<file path="src/rtl/multicycle_controller.sv">
// Control FSM for a multi-cycle MIPS datapath with a shared memory and a
// shared ALU. It steps each instruction through fetch, decode, execute,
// memory and writeback, and produces every datapath enable, mux select and
// ALU control. Memory states wait on mem_ready. Unsupported opcodes and
// functs raise a one-cycle illegal pulse, and the machine resumes at fetch.
//
// Ports:
//   clk, resetn         clock (rising edge), asynchronous active-low reset
//   op, funct           instruction fields from the instruction register
//   zero                ALU zero flag, used only for branch PC enable
//   mem_ready           memory completes the current access this cycle
//   mem_req, iord       memory access active, address select (1 = ALUOut)
//   memwrite, irwrite   memory write strobe, instruction register load
//   regdst, memtoreg    write register select, write-back data select
//   regwrite            register file write
//   alusrca, alusrcb    ALU operand selects
//   pcsrc, pcen         next-PC select, PC register enable
//   alucont             ALU operation
//   illegal             one-cycle pulse on an unsupported instruction
//   state               current state, for debug
module multicycle_controller #(
    parameter int unsigned STATE_W = 4
) (
    input  logic               clk,
    input  logic               resetn,
    input  logic [5:0]         op,
    input  logic [5:0]         funct,
    input  logic               zero,
    input  logic               mem_ready,
    output logic               mem_req,
    output logic               iord,
    output logic               memwrite,
    output logic               irwrite,
    output logic               regdst,
    output logic               memtoreg,
    output logic               regwrite,
    output logic               alusrca,
    output logic [1:0]         alusrcb,
    output logic [1:0]         pcsrc,
    output logic               pcen,
    output logic [2:0]         alucont,
    output logic               illegal,
    output logic [STATE_W-1:0] state
);

    localparam logic [5:0] OP_R    = 6'b000000;
    localparam logic [5:0] OP_LW   = 6'b100011;
    localparam logic [5:0] OP_SW   = 6'b101011;
    localparam logic [5:0] OP_BEQ  = 6'b000100;
    localparam logic [5:0] OP_ADDI = 6'b001000;
    localparam logic [5:0] OP_J    = 6'b000010;

    localparam logic [5:0] FN_ADD  = 6'b100000;
    localparam logic [5:0] FN_SUB  = 6'b100010;
    localparam logic [5:0] FN_AND  = 6'b100100;
    localparam logic [5:0] FN_OR   = 6'b100101;
    localparam logic [5:0] FN_SLT  = 6'b101010;

    localparam logic [2:0] ALU_ADD = 3'b010;
    localparam logic [2:0] ALU_SUB = 3'b110;
    localparam logic [2:0] ALU_AND = 3'b000;
    localparam logic [2:0] ALU_OR  = 3'b001;
    localparam logic [2:0] ALU_SLT = 3'b111;

    typedef enum logic [3:0] {
        S_FETCH   = 4'd0,
        S_DECODE  = 4'd1,
        S_MEMADR  = 4'd2,
        S_MEMRD   = 4'd3,
        S_MEMWB   = 4'd4,
        S_MEMWR   = 4'd5,
        S_RTYPEEX = 4'd6,
        S_RTYPEWB = 4'd7,
        S_BEQEX   = 4'd8,
        S_ADDIEX  = 4'd9,
        S_ADDIWB  = 4'd10,
        S_JEX     = 4'd11,
        S_ILLEGAL = 4'd12
    } state_t;

    typedef enum logic [1:0] {
        AOP_ADD   = 2'd0,
        AOP_SUB   = 2'd1,
        AOP_FUNCT = 2'd2
    } aluop_t;

    state_t     state_q;
    state_t     state_d;
    aluop_t     aluop;
    logic       pcwrite;
    logic       branch;
    logic [2:0] funct_alucont;
    logic       funct_ok;

    // State register; reset returns to fetch immediately.
    always_ff @(posedge clk or negedge resetn) begin
        if (!resetn) begin
            state_q <= S_FETCH;
        end else begin
            state_q <= state_d;
        end
    end

    // R-type funct decode; unsupported functs fall back to add and are flagged.
    always_comb begin
        funct_alucont = ALU_ADD;
        funct_ok      = 1'b1;
        case (funct)
            FN_ADD:  funct_alucont = ALU_ADD;
            FN_SUB:  funct_alucont = ALU_SUB;
            FN_AND:  funct_alucont = ALU_AND;
            FN_OR:   funct_alucont = ALU_OR;
            FN_SLT:  funct_alucont = ALU_SLT;
            default: funct_ok      = 1'b0;
        endcase
    end

    // Next state and Moore output decode.
    always_comb begin
        state_d  = state_q;
        mem_req  = 1'b0;
        iord     = 1'b0;
        memwrite = 1'b0;
        irwrite  = 1'b0;
        regdst   = 1'b0;
        memtoreg = 1'b0;
        regwrite = 1'b0;
        alusrca  = 1'b0;
        alusrcb  = 2'b00;
        pcsrc    = 2'b00;
        pcwrite  = 1'b0;
        branch   = 1'b0;
        illegal  = 1'b0;
        aluop    = AOP_ADD;

        case (state_q)
            S_FETCH: begin
                // PC + 4 through the ALU; IR and PC commit only when the read lands.
                mem_req = 1'b1;
                alusrcb = 2'b01;
                irwrite = mem_ready;
                pcwrite = mem_ready;
                if (mem_ready) begin
                    state_d = S_DECODE;
                end
            end
            S_DECODE: begin
                // Branch target is computed speculatively into ALUOut.
                alusrcb = 2'b11;
                case (op)
                    OP_LW, OP_SW: state_d = S_MEMADR;
                    OP_R:         state_d = S_RTYPEEX;
                    OP_BEQ:       state_d = S_BEQEX;
                    OP_ADDI:      state_d = S_ADDIEX;
                    OP_J:         state_d = S_JEX;
                    default:      state_d = S_ILLEGAL;
                endcase
            end
            S_MEMADR: begin
                alusrca = 1'b1;
                alusrcb = 2'b10;
                state_d = (op == OP_LW) ? S_MEMRD : S_MEMWR;
            end
            S_MEMRD: begin
                mem_req = 1'b1;
                iord    = 1'b1;
                if (mem_ready) begin
                    state_d = S_MEMWB;
                end
            end
            S_MEMWB: begin
                regwrite = 1'b1;
                memtoreg = 1'b1;
                state_d  = S_FETCH;
            end
            S_MEMWR: begin
                // The strobe is qualified by mem_ready so a stall never writes.
                mem_req  = 1'b1;
                iord     = 1'b1;
                memwrite = mem_ready;
                if (mem_ready) begin
                    state_d = S_FETCH;
                end
            end
            S_RTYPEEX: begin
                alusrca = 1'b1;
                aluop   = AOP_FUNCT;
                state_d = funct_ok ? S_RTYPEWB : S_ILLEGAL;
            end
            S_RTYPEWB: begin
                regwrite = 1'b1;
                regdst   = 1'b1;
                state_d  = S_FETCH;
            end
            S_BEQEX: begin
                alusrca = 1'b1;
                aluop   = AOP_SUB;
                branch  = 1'b1;
                pcsrc   = 2'b01;
                state_d = S_FETCH;
            end
            S_ADDIEX: begin
                alusrca = 1'b1;
                alusrcb = 2'b10;
                state_d = S_ADDIWB;
            end
            S_ADDIWB: begin
                regwrite = 1'b1;
                state_d  = S_FETCH;
            end
            S_JEX: begin
                pcsrc   = 2'b10;
                pcwrite = 1'b1;
                state_d = S_FETCH;
            end
            S_ILLEGAL: begin
                illegal = 1'b1;
                state_d = S_FETCH;
            end
            default: begin
                state_d = S_FETCH;
            end
        endcase

        case (aluop)
            AOP_SUB:   alucont = ALU_SUB;
            AOP_FUNCT: alucont = funct_alucont;
            default:   alucont = ALU_ADD;
        endcase

        pcen = pcwrite | (branch & zero);

        // Quiet, side-effect-free outputs while reset is asserted.
        if (!resetn) begin
            mem_req  = 1'b0;
            iord     = 1'b0;
            memwrite = 1'b0;
            irwrite  = 1'b0;
            regdst   = 1'b0;
            memtoreg = 1'b0;
            regwrite = 1'b0;
            alusrca  = 1'b0;
            alusrcb  = 2'b01;
            pcsrc    = 2'b00;
            pcen     = 1'b0;
            alucont  = ALU_ADD;
            illegal  = 1'b0;
        end
    end

    assign state = STATE_W'(state_q);

endmodule

</file>
<file path="config.mk">
export PLATFORM = sky130hd
export DESIGN_NAME = multicycle_controller
export DESIGN_NICKNAME = d
export VERILOG_FILES = /design/src/rtl/multicycle_controller.sv
export SDC_FILE = /design/constraint.sdc
export NUM_CORES = 1
export LEC_CHECK = 0
export ABC_AREA = 0
export CORE_ASPECT_RATIO = 0.7
export CORE_UTILIZATION = 25
export CTS_CLUSTER_SIZE = 24
export DETAILED_ROUTE_END_ITERATION = 16
export SKIP_CTS_REPAIR_TIMING = 1
export SYNTH_ARGS = -nofsm -noshare
export SYNTH_HDL_FRONTEND = slang
export SYNTH_SLANG_ARGS = --single-unit
</file>
<file path="constraint.sdc">
create_clock -name clk -period 3.8 [get_ports clk]
set_input_delay 0.76 -clock clk [delete_from_list [all_inputs] [get_ports clk]]
set_output_delay 0.76 -clock clk [all_outputs]
set_load 0.01 [all_outputs]
</file>
==> results.yml, run 1 <==
outcome:
  status: "complete, no violations"
routing:
  drt_wl_total_mm: 2.06
  firstDrtPassIters: 4
  wl_per_cell_um: 12.1
  vias: 856
  first_iter_violations: 45
  drc: 0
  ant_nets: 0
  via_per_inst: 5.04
power:
  power_per_cell_area_nw_per_um2: 520
  net-switching-power_uw: 261
  internal-power_uw: 327
  pwr-share-clk: 0.150
  combPwrFrac: 0.617
  p_leak_uw: 0.000417
  p_seq_frac: 0.233
  switching_share: 0.444
  ir_worst_vdd_v: 0.000268
synth:
  ys_ff_latch: 4
  synth_edf_count: 0
  synth_top_flop_cell: "dfrtp_1"
  synthesis.area_um2: 738
  synth_commonest_cells: "nor2_1, nand2_1, nand2b_1"
  synth_top_cell_area_share: 0.136
  synth_warnings: 0
  synth_top_area_cell: "dfrtp_1"
  synth.avg_cell_area_um2: 7.38
  synth_nets: 118
  yosys.cell_count.top_type: "nor2_1"
  synth_cell_type_count: 42
  ys_top_cells_by_area: "dfrtp_1, clkbuf_8, nor2_1, nand2b_1, nand2_1"
  syn_inst: 100
  synthArstFlopShare: 1.00
  seq_area_frac_synth: 0.136
worst_hold_path:
  hp-class: "flop to flop"
  worstHoldPathCells: 1
timing:
  fmax_mhz: 307
  hold_viol: 0
  skew_ns: 0.00259
  setup_viol_count_final: 0
  final.setup.tns_ns: 0
  holdWs_ns: 0.763
  min_period_over_period: 0.858
  min_period_ns: 3.26
  rsz0062_at_grt: "false"
  worst_pin_slew_ns: 0.515
  finalMaxSlewViolations: 0
  max-slew-margin-rel: 0.657
critical_path:
  critPathBufInv: 1
  cpPeakStageDelay_ns: 0.65
  path_cells: "nand2b_1, nor2_1, ha_1, nand2b_1, a211o_1, clkdlybuf4s50_1"
  path_depth: 6
  crit_family: "flip-flops"
  reg2reg_depth: 3
  crit_top_cell: "nand2b_1"
  startpoint_type: "flop"
  crit_type: "flop to primary output"
  cp_slowest_cell: "dfrtp_1"
  worstPathArrival_ns: 2.50
  worst-path-max-fanout: 15
  required_ns: 3.04
  worstSetupEndpointType: "primary output"
placement:
  place_hpwl_mm: 1.61
  portBuffers: 36
  place_congestion: 0.762
  dp_cells: 167
cts:
  clock-root-buffer: "clkbuf_8"
  cts_tree: "yes"
  insertion_delay_ns: 0.22
  cts_buffer_depth: 2
  cts_buffers: 3
  cts_max_level: 1
  clock_sink_count: 4
  cts.clk_slew.worst_paths_ns: 0.03
global_routing:
  grt_pass1_wl_mm: 3.20
  grt_use_total: 0.137
  grt_pass1_vias: 670
  overflow: 0
  grt_max_degree: 18
  antenna_found_initial: 0
layout:
  fin_util: 0.403
  largest_reg_flops: 4
  layout-drive-gt1-share: 0.0746
  fin_nets: 154
  area_growth_pct: 52.9
  fin_cells: 170
  diodes: 0
floorplan:
  fp.coreArea_um2: 2800
  rows: 16
  die-area_um2: 3180
  dieWidth_um: 67.0
  dieHeight_um: 47.5
  start_util: 0.263
  ios: 37
flow_run:
  maxCapViolations: 0
## per-stage QoR
| step | power, µW | worst slack [ns] | cell area (µm²) |
|---|---|---|---|
| 2_1_floorplan | 372 | 1.29 | 738 |
| 3_3_place_gp | 498 | 0.661 | 1090 |
| 3_5_place_dp | 498 | 0.627 | 1090 |
| 4_1_cts | 589 | 0.550 | 1130 |
| 5_1_grt | 641 | 0.336 | 1130 |
| 6_report | 587 | 0.541 | 1130 |
## logic make-up after synthesis
| kind of cell | count (synthesis) | synth area share |
|---|---|---|
| AO/OA/AOI/OAI | 25 | 0.247 |
| XOR/XNOR | 3 | 0.0356 |
| adder cells (fa/ha/maj) | 2 | 0.0339 |
| buffers and inverters | 10 | 0.107 |
| flip-flops | 4 | 0.136 |
| multiplexers | 3 | 0.0407 |
| AND/OR/NAND/NOR | 53 | 0.400 |
## layer usage
| layer | up-vias | part of all wire | track usage |
|---|---|---|---|
| li1 | 435 | - | - |
| met1 | 389 | 0.51 | 0.210 |
| met2 | 30 | 0.41 | 0.186 |
| met3 | 2 | 0.069 | 0.0429 |
| met4 | 0 | 0.0039 | 0.0255 |
| met5 | - | 0 | 0 |
## power by group through the flow
stage	Combinational, µW	Clock [µW]	Sequential, µW
floorplan	282	0	89.8
global placement	361	0	136
detailed placement	362	0	136
CTS	363	89.7	136
global route	403	94.1	144
finish	362	88.1	137
## cell type report
| type | instances | area [µm²] |
|---|---|---|
| clock buffer | 3 | 41.3 |
| multi-input combinational | 86 | 559 |
| inverter | 4 | 15.0 |
| timing repair buffer | 37 | 368 |
| sequential | 4 | 100 |
| fill | 295 | 1670 |
| tap | 36 | 45.0 |
## path summary, 6_finish.rpt
kind,from,end,slack [ns]
worst min-delay path,state[3]$_DFFE_PN0P_,state[0]$_DFFE_PN0P_,0.76
max in group asynchronous,resetn,state[1]$_DFFE_PN0P_,2.79
worst max-delay path,state[2]$_DFFE_PN0P_,alucont[1],0.54
worst min register to register,state[3]$_DFFE_PN0P_,state[0]$_DFFE_PN0P_,0.76
min in group asynchronous,resetn,state[0]$_DFFE_PN0P_,0.87
worst max register to register,state[2]$_DFFE_PN0P_,state[2]$_DFFE_PN0P_,2.24
## worst register-to-register path, cell delays in order, from the launching register on
cell and delay (ns):
dfrtp_1 0.55, or4_1 0.60, a22oi_1 0.15, o22ai_1 0.10
## cell usage in the layout (no fill, tap or decap), types with 4 or more instances in the layout
cell,n
nand2_1,9
dfrtp_1,4
nand3_1,4
clkdlybuf4s50_1,36
nand2b_1,7
inv_1,4
nor2_1,13
Note: power is estimated with default switching activity, not from simulation.
==> inputs of run 2 (changes only) <==
Settings changed: CTS_CLUSTER_SIZE 24 to not set, GPL_TIMING_DRIVEN set to 1.
==> results of run 2 <==
No change in the layout: final DEF, timing and power equal those of run 1.
